===== config.mk =====
export PLATFORM = sky130hd
export DESIGN_NAME = awg_cmd_ctrl
export DESIGN_NICKNAME = d
export VERILOG_FILES = /design/src/rtl/awg_cmd_pkg.sv /design/src/rtl/dec_accum.sv /design/src/rtl/awg_cmd_ctrl.sv
export SDC_FILE = /design/constraint.sdc
export NUM_CORES = 1
export LEC_CHECK = 0
export CAP_MARGIN = 15
export CORE_MARGIN = 2
export CORE_UTILIZATION = 45
export CTS_BUF_LIST = sky130_fd_sc_hd__clkbuf_16
export DETAILED_ROUTE_END_ITERATION = 12
export PLACE_DENSITY = 0.68
export REMOVE_ABC_BUFFERS = 1
export SKIP_CTS_REPAIR_TIMING = 1
export SYNTH_ARGS = -nofsm -noshare
export SYNTH_HDL_FRONTEND = slang
export SYNTH_SLANG_ARGS = --single-unit

===== constraint.sdc =====
create_clock -name clk -period 4.05 [get_ports clk]
set_input_delay 0.81 -clock clk [delete_from_list [all_inputs] [get_ports clk]]
set_output_delay 0.81 -clock clk [all_outputs]
set_load 0.01 [all_outputs]

===== src/rtl/awg_cmd_pkg.sv =====
// Shared constants and helpers for the AWG ASCII command controller.
// Holds opcode characters, digit counts, range limits, reset values and FSM states.
package awg_cmd_pkg;

  localparam logic [7:0] ASCII_W = 8'h77;
  localparam logic [7:0] ASCII_F = 8'h66;
  localparam logic [7:0] ASCII_A = 8'h61;
  localparam logic [7:0] ASCII_P = 8'h70;
  localparam logic [7:0] ASCII_0 = 8'h30;
  localparam logic [7:0] ASCII_9 = 8'h39;

  localparam logic [2:0] DIGITS_W = 3'd1;
  localparam logic [2:0] DIGITS_F = 3'd4;
  localparam logic [2:0] DIGITS_A = 3'd1;
  localparam logic [2:0] DIGITS_P = 3'd3;

  localparam logic [13:0] W_MAX = 14'd4;
  localparam logic [13:0] F_MIN = 14'd1;
  localparam logic [13:0] F_MAX = 14'd4095;
  localparam logic [13:0] A_MIN = 14'd1;
  localparam logic [13:0] A_MAX = 14'd7;
  localparam logic [13:0] P_MAX = 14'd255;

  localparam logic [2:0] RST_WAVE  = 3'd0;
  localparam logic [2:0] RST_AMP   = 3'd2;
  localparam logic [7:0] RST_PHASE = 8'd50;

  typedef enum logic [0:0] {
    ST_IDLE    = 1'b0,
    ST_COLLECT = 1'b1
  } state_e;

  typedef enum logic [1:0] {
    OP_W = 2'd0,
    OP_F = 2'd1,
    OP_A = 2'd2,
    OP_P = 2'd3
  } op_e;

  function automatic logic is_opcode(input logic [7:0] c);
    return (c == ASCII_W) || (c == ASCII_F) || (c == ASCII_A) || (c == ASCII_P);
  endfunction

  function automatic logic is_digit(input logic [7:0] c);
    return (c >= ASCII_0) && (c <= ASCII_9);
  endfunction

  function automatic op_e decode_op(input logic [7:0] c);
    op_e op;
    case (c)
      ASCII_F: op = OP_F;
      ASCII_A: op = OP_A;
      ASCII_P: op = OP_P;
      default: op = OP_W;
    endcase
    return op;
  endfunction

  function automatic logic [2:0] digits_for(input op_e op);
    logic [2:0] n;
    case (op)
      OP_F:    n = DIGITS_F;
      OP_A:    n = DIGITS_A;
      OP_P:    n = DIGITS_P;
      default: n = DIGITS_W;
    endcase
    return n;
  endfunction

  function automatic logic in_range(input op_e op, input logic [13:0] v);
    logic ok;
    case (op)
      OP_F:    ok = (v >= F_MIN) && (v <= F_MAX);
      OP_A:    ok = (v >= A_MIN) && (v <= A_MAX);
      OP_P:    ok = (v <= P_MAX);
      default: ok = (v <= W_MAX);
    endcase
    return ok;
  endfunction

endpackage


===== src/rtl/dec_accum.sv =====
// Decimal digit accumulator: acc = acc*10 + digit, with a digit counter.
// done flags the digit being accepted this cycle as the last one of the command.
module dec_accum (
  input  logic        clk,
  input  logic        rst,
  input  logic        clr,
  input  logic        en,
  input  logic [3:0]  digit,
  input  logic [2:0]  target,
  output logic [13:0] acc_next,
  output logic        done
);

  logic [13:0] acc_reg;
  logic [2:0]  cnt_reg;

  // x*10 as (x<<3)+(x<<1); four digits never exceed 9999, so 14 bits suffice
  always_comb begin
    acc_next = (acc_reg << 3) + (acc_reg << 1) + {10'd0, digit};
    done     = en && ((cnt_reg + 3'd1) == target);
  end

  always_ff @(posedge clk) begin
    if (rst || clr) begin
      acc_reg <= '0;
      cnt_reg <= '0;
    end else if (en) begin
      acc_reg <= acc_next;
      cnt_reg <= cnt_reg + 3'd1;
    end
  end

endmodule


===== src/rtl/awg_cmd_ctrl.sv =====
// ASCII command parser driving the waveform generator configuration registers.
// Accepts w/f/a/p opcodes followed by fixed-length decimal arguments.
module awg_cmd_ctrl
  import awg_cmd_pkg::*;
#(
  parameter int TIMEOUT_CYC = 50000000,
  parameter int RST_FREQ    = 1
) (
  input  logic        clk,
  input  logic        rst,
  input  logic [7:0]  rx_data,
  input  logic        rx_valid,
  output logic [2:0]  wave_sel,
  output logic [11:0] freq_word,
  output logic [2:0]  amp_sel,
  output logic [7:0]  phase_off,
  output logic        cfg_update,
  output logic        cmd_err,
  output logic        busy
);

  localparam int CNT_W = $clog2(TIMEOUT_CYC + 1);
  localparam logic [CNT_W-1:0] IDLE_LAST = CNT_W'(TIMEOUT_CYC - 1);

  state_e          state_reg;
  op_e             op_reg;
  logic [CNT_W-1:0] idle_cnt_reg;
  logic [2:0]      wave_sel_reg;
  logic [11:0]     freq_word_reg;
  logic [2:0]      amp_sel_reg;
  logic [7:0]      phase_off_reg;
  logic            cfg_update_reg;
  logic            cmd_err_reg;

  logic        rx_is_digit;
  logic        op_start;
  logic        acc_en;
  logic        acc_done;
  logic [13:0] acc_next;
  logic [2:0]  target;

  always_comb begin
    rx_is_digit = is_digit(rx_data);
    op_start    = rx_valid && (state_reg == ST_IDLE) && is_opcode(rx_data);
    acc_en      = rx_valid && (state_reg == ST_COLLECT) && rx_is_digit;
    target      = digits_for(op_reg);
  end

  dec_accum u_dec_accum (
    .clk      (clk),
    .rst      (rst),
    .clr      (op_start),
    .en       (acc_en),
    .digit    (rx_data[3:0]),
    .target   (target),
    .acc_next (acc_next),
    .done     (acc_done)
  );

  always_ff @(posedge clk) begin
    if (rst) begin
      state_reg      <= ST_IDLE;
      op_reg         <= OP_W;
      idle_cnt_reg   <= '0;
      wave_sel_reg   <= RST_WAVE;
      freq_word_reg  <= 12'(RST_FREQ);
      amp_sel_reg    <= RST_AMP;
      phase_off_reg  <= RST_PHASE;
      cfg_update_reg <= 1'b0;
      cmd_err_reg    <= 1'b0;
    end else begin
      cfg_update_reg <= 1'b0;
      cmd_err_reg    <= 1'b0;
      case (state_reg)
        ST_IDLE: begin
          if (op_start) begin
            op_reg       <= decode_op(rx_data);
            idle_cnt_reg <= '0;
            state_reg    <= ST_COLLECT;
          end
        end
        default: begin
          if (rx_valid) begin
            // A character arriving on the timeout cycle takes precedence
            idle_cnt_reg <= '0;
            if (!rx_is_digit) begin
              cmd_err_reg <= 1'b1;
              state_reg   <= ST_IDLE;
            end else if (acc_done) begin
              state_reg <= ST_IDLE;
              if (in_range(op_reg, acc_next)) begin
                cfg_update_reg <= 1'b1;
                case (op_reg)
                  OP_F:    freq_word_reg <= acc_next[11:0];
                  OP_A:    amp_sel_reg   <= acc_next[2:0];
                  OP_P:    phase_off_reg <= acc_next[7:0];
                  default: wave_sel_reg  <= acc_next[2:0];
                endcase
              end else begin
                cmd_err_reg <= 1'b1;
              end
            end
          end else if (idle_cnt_reg == IDLE_LAST) begin
            cmd_err_reg <= 1'b1;
            state_reg   <= ST_IDLE;
          end else begin
            idle_cnt_reg <= idle_cnt_reg + 1'b1;
          end
        end
      endcase
    end
  end

  always_comb begin
    wave_sel   = wave_sel_reg;
    freq_word  = freq_word_reg;
    amp_sel    = amp_sel_reg;
    phase_off  = phase_off_reg;
    cfg_update = cfg_update_reg;
    cmd_err    = cmd_err_reg;
    busy       = (state_reg == ST_COLLECT);
  end

endmodule


==> results.json <==
{
  "crit_fanout": 8,
  "cp_slowest_stage_delay_ps": 540,
  "leakagePower_nw": 2.22,
  "relSlewSlack_pct": 65.5,
  "synthDistinctLibCells": 62,
  "drv_slew": 0,
  "crit_buf_inv": 4,
  "syn2layout_area_growth_pct": 26.5,
  "drive_above_1_share_pct": 14.3,
  "cts_tree": "built",
  "placedCellCount": 657,
  "max_slew.worst_pin.slew_ps": 517,
  "grt-ovfl-total": 0,
  "ctsLongestPathBuffers": 2,
  "min_path_type": "reg2reg",
  "antenna_found_initial": 0,
  "clkPwrFrac_pct": 51.9,
  "start_util_pct": 46.3,
  "rows": 35,
  "crit_required_ps": 4260,
  "crit_chain": "dlymetal6s2s_1, inv_2, fa_1, inv_1, ha_1, a211o_1, a211o_1, a31oi_2, xnor2_1, a211oi_2, a21oi_1, a31o_2, or3_4, buf_8, mux2i_1",
  "dr.pass1.iters": 5,
  "core_area_sq_um": 9200,
  "ys.warnings.count": 0,
  "syn-cell-area_sq_um": 4260,
  "switching_share_pct": 21.1,
  "yosysMostFrequentCell": "dfxtp_1",
  "fin_crit_sh_pct": 95.6,
  "grt_pass1_wl_microns": 16400,
  "cts.htree.levels": 3,
  "die_y_microns": 101,
  "rsz0062_at_grt": "no",
  "critPathLaunchType": "input pin",
  "cap_violations": 0,
  "fin_cells": 677,
  "clk_latency_ps": 330,
  "place.port_buffers": 39,
  "endpoint_kind": "register",
  "p_total_mw": 1.63,
  "seq_area_frac_synth_pct": 34.3,
  "clock_sinks": 73,
  "finalHoldViolCount": 0,
  "die-area_sq_um": 10300,
  "outcome": "completed",
  "holdWs_ps": 463,
  "ant_nets": 0,
  "p_switching_uw": 343,
  "synthArstFlopShare_pct": 0,
  "cpMostUsedCell": "a211o_1",
  "antenna_cells": 0,
  "combPwrFrac_pct": 4.0,
  "p_per_area_nw_per_um2": 302,
  "placed_cell_area_sq_um": 4920,
  "synth-edff-count": 0,
  "synth_top_area_share_pct": 34.3,
  "ys_ff_latch": 73,
  "seq_power_share_pct": 44.1,
  "critPathTopFamily": "compound AO/OA/AOI/OAI gates",
  "grt_use_total_pct": 19.9,
  "drc": 0,
  "fin_nets": 605,
  "syn_inst": 500,
  "synth_area_leaders": "dfxtp_1 34%, ha_1 9.1%, nor2_1 5.3%",
  "place_congestion": 0.889,
  "power.internal_mw": 1.29,
  "max_freq_mhz": 258,
  "dieWidth_microns": 101,
  "setup_violations": 0,
  "largest_reg_flops": 26,
  "grt_max_degree": 31,
  "fin_area_sq_um": 5390,
  "num_vias": 3678,
  "wl_microns": 9790,
  "synthFlopType": "dfxtp_1",
  "tns_ps": 0,
  "io_pins": 40,
  "reg2reg_slack_ps": 330,
  "yosysTopAreaCell": "dfxtp_1",
  "wl_per_cell_microns": 14.5,
  "grt_pass1_vias": 3454,
  "clock-root-buffer": "clkbuf_16",
  "skew_ps": 7.29,
  "syn_avg_cell_area_sq_um": 8.52,
  "routed_via_density": 5.43,
  "netlist_top_cells_count": "73 x dfxtp_1, 60 x nor2_1, 41 x nand2_1",
  "ir_drop_v": 0.000180,
  "place_hpwl_microns": 7480,
  "path_class": "in2reg",
  "worst_path_max_delay_cell": "fa_1",
  "min_period_ps": 3870,
  "clk_pin_slew_ps": 60,
  "cts_buffers": 9,
  "arrival_ps": 4090,
  "drtIter0Drc": 190
}
[final timing paths]
path / from / endpoint / cells after the start
hold / removal: u_dec_accum.cnt_reg[1] / u_dec_accum.cnt_reg[1] / 2
setup / recovery: rx_data[3] / phase_off[1] / 15
hold reg to reg: u_dec_accum.cnt_reg[1] / u_dec_accum.cnt_reg[1] / 2
setup reg to reg: u_dec_accum.acc_reg[2] / phase_off[1] / 14
[kinds of logic after synthesis]
family,share of synthesized area [%]
muxes,5.70
DFF,34.3
and+or+nand+nor,26.3
adders and majority gates,10.0
AOI/OAI and AO/OA,14.1
buffers and inverters,3.38
xor gates and xnor gates,6.17
[worst reg2reg max path: cells and delay by family, from the launching register on]
kind	cells	cell delay [ps]
fa+ha+maj	2	890
compound gates	6	1450
mux	1	120
xor+xnor	1	100
flops	1	360
simple gates	1	390
buf+inv	3	280
[layout by cell type (no fill, tap or decap), drive strengths merged, types with 4 or more instances in the layout]
cell	Yosys	layout
dfxtp	73	73
nor2	60	60
nand2	41	41
clkdlybuf4s50	0	36
buf	9	36
ha	31	31
a21oi	30	30
nand2b	29	29
mux2i	22	22
xor2	18	18
nand3	17	17
o21ai	15	15
nor3	14	14
xnor2	12	12
inv	10	12
and3	11	11
clkbuf	16	9
nor2b	7	7
or2	6	6
nand4	6	6
a311oi	5	5
a211oi	5	5
a21o	4	4
o211ai	4	4
or3	4	4
a31oi	4	4
[cell type report]
cell class	count	area [sq um]
clock buffer	9	225
multi-input combinational	392	2760
clock inverter	7	93.8
fill	837	3800
tap	111	139
timing repair buffer	75	679
inverter	10	37.5
sequential	73	1460
[per-layer routing]
metal,routed length (microns),global-route usage (%)
met2,4600,31.8
met4,110,6.44
met1,4780,27.3
met5,0,0
met3,295,3.52
[power groups by stage]
stage / logic, mW / registers (mW) / clock network (mW)
after floorplan: 0.0278 / 0.734 / 0
after global placement: 0.0632 / 0.735 / 0
after detailed placement: 0.0644 / 0.735 / 0
after CTS: 0.0644 / 0.719 / 0.857
after global routing: 0.0717 / 0.718 / 0.889
final: 0.0653 / 0.719 / 0.845
[stage by stage]
stage	util [%]	setup WS [ps]
6_report	58.6	177
5_1_grt	58.6	14.3
4_1_cts	57.0	-372
3_3_place_gp	53.6	-604
3_5_place_dp	53.6	-704
2_1_floorplan	-	-504
(Power assumes the default switching activity.)
